<file path="src/rtl/shift7.sv">
// Parallel-load, LSB-first serializer: loads datain during reset, then rotates
// right once per clock and shifts sreg[0] out on dataout.
module shift7 #(
   parameter int WIDTH = 7
) (
   input  logic             clk,
   input  logic             rst,
   input  logic [WIDTH-1:0] datain,
   output logic             dataout
);

   logic [WIDTH-1:0] r_sreg;
   logic             r_run;
   logic             r_dataout;
   logic [WIDTH-1:0] w_sreg;

   // Architectural sreg: transparent to datain until the first shift edge after
   // release, so a change on datain during reset is visible without a clock.
   assign w_sreg = r_run ? r_sreg : datain;

   always_ff @(posedge clk or negedge rst) begin
      if (!rst) begin
         r_run     <= 1'b0;
         r_dataout <= 1'b0;
      end else begin
         r_run     <= 1'b1;
         r_dataout <= w_sreg[0];
      end
   end

   // Edges during reset rotate stale data here, but w_sreg masks it until r_run.
   always_ff @(posedge clk) begin
      r_sreg <= {w_sreg[0], w_sreg[WIDTH-1:1]};
   end

   assign dataout = r_dataout;

endmodule

</file>
<file path="config.mk">
export PLATFORM = sky130hd
export DESIGN_NAME = shift7
export DESIGN_NICKNAME = d
export VERILOG_FILES = /design/src/rtl/shift7.sv
export SDC_FILE = /design/constraint.sdc
export NUM_CORES = 1
export LEC_CHECK = 0
export ABC_AREA = 1
export CORE_AREA = 2 2 39 41
export CTS_CLUSTER_DIAMETER = 50
export DETAILED_ROUTE_END_ITERATION = 10
export DIE_AREA = 0 0 41 43
export DONT_BUFFER_PORTS = 1
export PLACE_DENSITY = 0.35
export RECOVER_POWER = 25
export REMOVE_ABC_BUFFERS = 1
export SLEW_MARGIN = 20
export SYNTH_ARGS = -nofsm -noshare
export SYNTH_HDL_FRONTEND = slang
export SYNTH_SLANG_ARGS = --single-unit
</file>
<file path="constraint.sdc">
create_clock -name clk -period 1 [get_ports clk]
set_clock_uncertainty 0.15 [all_clocks]
set_input_delay 0.2 -clock clk [delete_from_list [all_inputs] [get_ports clk]]
set_output_delay 0.2 -clock clk [all_outputs]
set_load 0.01 [all_outputs]
</file>
Word level (Yosys, flattened, before mapping)
Index checks and enable logic that the tools add are counted.
{"block": "classes", "mux": 1}
{"operator": "7-bit 2-to-1 mux", "n": 1}
{"block": "totals", "register_bits": 9, "word_cells": 4}

Depth between registers and ports, before layout
{"block": "logic_depth", "ltp_word": 1, "ltp_mapped": 4}

Worst setup path after synthesis
No wires, ideal clock.
{"block": "synth_path", "kind": "register -> register", "startpoint": "register r_run", "endpoint": "register r_dataout (netlist: dataout)", "setup_ns": 0.068, "arrival_ns": 0.659, "required_time_ns": 0.782, "slack_ns": 0.123, "stages_incl_launch_ff": 5, "path_buffers": 1, "synth_period_minus_slack_ns": 0.877, "path_cell_list": "dfrtp_1 > buf_6 > inv_2 > nand2_1 > nand2_1"}
{"block": "synth_via", "elab_chain_len": 1}
{"item": "from (decl)", "line_no": "13", "rtl": "logic r_run;"}
{"item": "from (signal assigned)", "line_no": "23", "rtl": "r_run <= 1'b0;"}
{"item": "from (signal assigned)", "line_no": "26", "rtl": "r_run <= 1'b1;"}
{"item": "7-bit 2-to-1 mux", "line_no": "19", "rtl": "assign w_sreg = r_run ? r_sreg : datain;"}
{"item": "net w_sreg[0]", "line_no": "15", "rtl": "logic [WIDTH-1:0] w_sreg;"}
{"item": "to (signal assigned)", "line_no": "27", "rtl": "r_dataout <= w_sreg[0];"}
{"item": "to (decl)", "line_no": "14", "rtl": "logic r_dataout;"}
The timed path passes the listed nets, and every way through them passes these cells.

Worst setup path in the final report
{"block": "layout_path", "startpoint": "register r_dataout (netlist: dataout)", "endpoint": "output dataout"}
{"item": "to (decl)", "line_no": "9", "rtl": "output logic dataout"}
No word-level cell between the ends.

==> results.cfg <==
[worst_setup_path]
cp_data_arrival_time_ns = 0.65
critPathKind = flip-flop to primary output
required_ns = 0.65
cp_max_fo = 1
end_kind = primary output
cp-start-kind = flip-flop
reg2reg_slack_ns = 0.08

[pwr]
leakage_nw = 0.1984
vdd_ir_drop_max_mv = 0.7277
power_density_nw_per_um2 = 1801

[routing]
wl_per_cell_um = 7.967
first_iter_violations = 0
via_count = 215
first_pass_iters = 1
drc = 0
routed_via_density = 3.583
wl_um = 478
ant_nets = 0

[die]
die_x_um = 41
fp.dieArea_um2 = 1763
rows = 14
core-area_um2 = 1384
start_util = 0.2080
die_h_um = 43
ios = 10

[cells_and_area]
drive_above_1_share = 0.1136
n_antenna_cell = 0
fin_area_um2 = 404.1
nets = 54
syn2layout_area_growth_pct = 40.43

[sta]
setup_ws_ns = -0.001505
slew_viol_final = 0
hold_viol_final = 0
final-setup-viol-count = 1
finalCritPeriodShare = 1.002
layout_min_cycle_time_ns = 1.002
tns_ns = -0.001505
whs_ns = 0.02353
fmax_mhz = 998.5
rsz0062_at_grt = true

[global_routing]
antenna_found_initial = 0
grt-busiest-layer = met1
grt_pass1_vias = 211
grt_max_degree = 9
grt-ovfl-total = 0
use_met1 = 0.08911
grt_use_met2 = 0.08750
grt_pass1_wl_um = 834
grt.total_usage = 0.07591
grt.met3_usage = 0.04188

[clock_network]
numCtsBuffers = 3
insertion_delay_ns = 0.25
clock_path_buffers = 2
cts_root_buffer = clkbuf_4
clock-sinks = 9
cts_setup_buffers = 0
htreeDepth = 1
tritoncts = built
clk_pin_slew_ns = 0.06

[synth]
synthesis.area_um2 = 287.8
yosysWarnings = 0
avgSynthCellArea_um2 = 8.720
synth_cell_type_count = 6
ys_seq_area_frac = 0.6609
syn_inst = 33
ys_ff_latch = 9

[job]
maxCapViolCount = 0

[placement]
hpwl_um = 361.7
dpl_cell_area_um2 = 296.5
dp_worst_setup_slack_ns = -0.004518
place.gp.congestion = 0.6556
portBuffers = 0

[outcome]
status = finished, violations left
violations = negative setup slack

[worst_hold_path]
hp-class = primary input to async pin
[cell usage in the layout (no fill, tap or decap), drive strengths merged]
cell / instances
dlygate4sd3: 8
nand2: 21
conb: 1
clkbuf: 4
inv: 1
dfrtp: 2
dfxtp: 7
[flip-flops by register name, indices dropped and copies added, names as in the netlist]
name,cells
dataout,1
r_run,1
r_sreg,7
[metal layers]
layer | up-vias | share of wire
met5 | - | 0
met4 | 0 | 0
met3 | 0 | 0.10
met2 | 6 | 0.45
met1 | 93 | 0.44
li1 | 116 | -
[layout make-up]
type                       count  area (um^2)
fill                         159        979.7
sequential                     9        191.4
multi-input combinational     22        82.58
timing repair buffer           8        80.08
clock buffer                   4        26.28
tap                           16        20.02
inverter                       1        3.754
[kinds of logic (layout without fill, tap and decap cells)]
kind of cell  Yosys count  count (layout)  synth area share
simple gates           21              21            0.2739
buf+inv                 2              13           0.05216
other cells             1               1           0.01303
flops                   9               9            0.6609
[final timing paths]
path | start | to | depth (start not counted)
worst max-delay path | dataout | dataout | 0
worst min-delay path | rst | dataout | 1
worst max register to register | r_run | dataout | 3
worst min register to register | r_sreg[6] | r_sreg[5] | 2
max in group asynchronous | rst | r_run | 1
min in group clk | r_sreg[6] | r_sreg[5] | 2
[synthesized netlist by cell type (all sizes together)]
cell | number | area [um^2]
buf | 1 | 11.26
conb | 1 | 3.750
dfrtp | 2 | 50.05
dfxtp | 7 | 140.1
inv | 1 | 3.750
nand2 | 21 | 78.83
[where the power goes]
| group | internal, mW | leakage [nW] | switching, mW |
|---|---|---|---|
| clock | 0.153 | 0.0150 | 0.112 |
| sequential | 0.393 | 0.0817 | 0.0140 |
| combinational | 0.0328 | 0.102 | 0.0236 |
[metrics by stage]
stage,utilization,power (mW),std cells
after floorplan,-,0.4361,32
after global placement,0.2143,0.4447,48
after detailed placement,0.2143,0.4451,48
after CTS,0.2920,0.7444,60
after global routing,0.2920,0.7772,60
final,0.2920,0.7278,60
[timing repair]
item                                    in CTS  in global routing
resized for setup                            1                  0
pin swaps                                    0                  0
hold buffers                                 8                  0
endpoints found under the setup margin       2                  1
hold endpoints to repair                    10                  0
No activity file was read; power rests on OpenSTA's default activity.
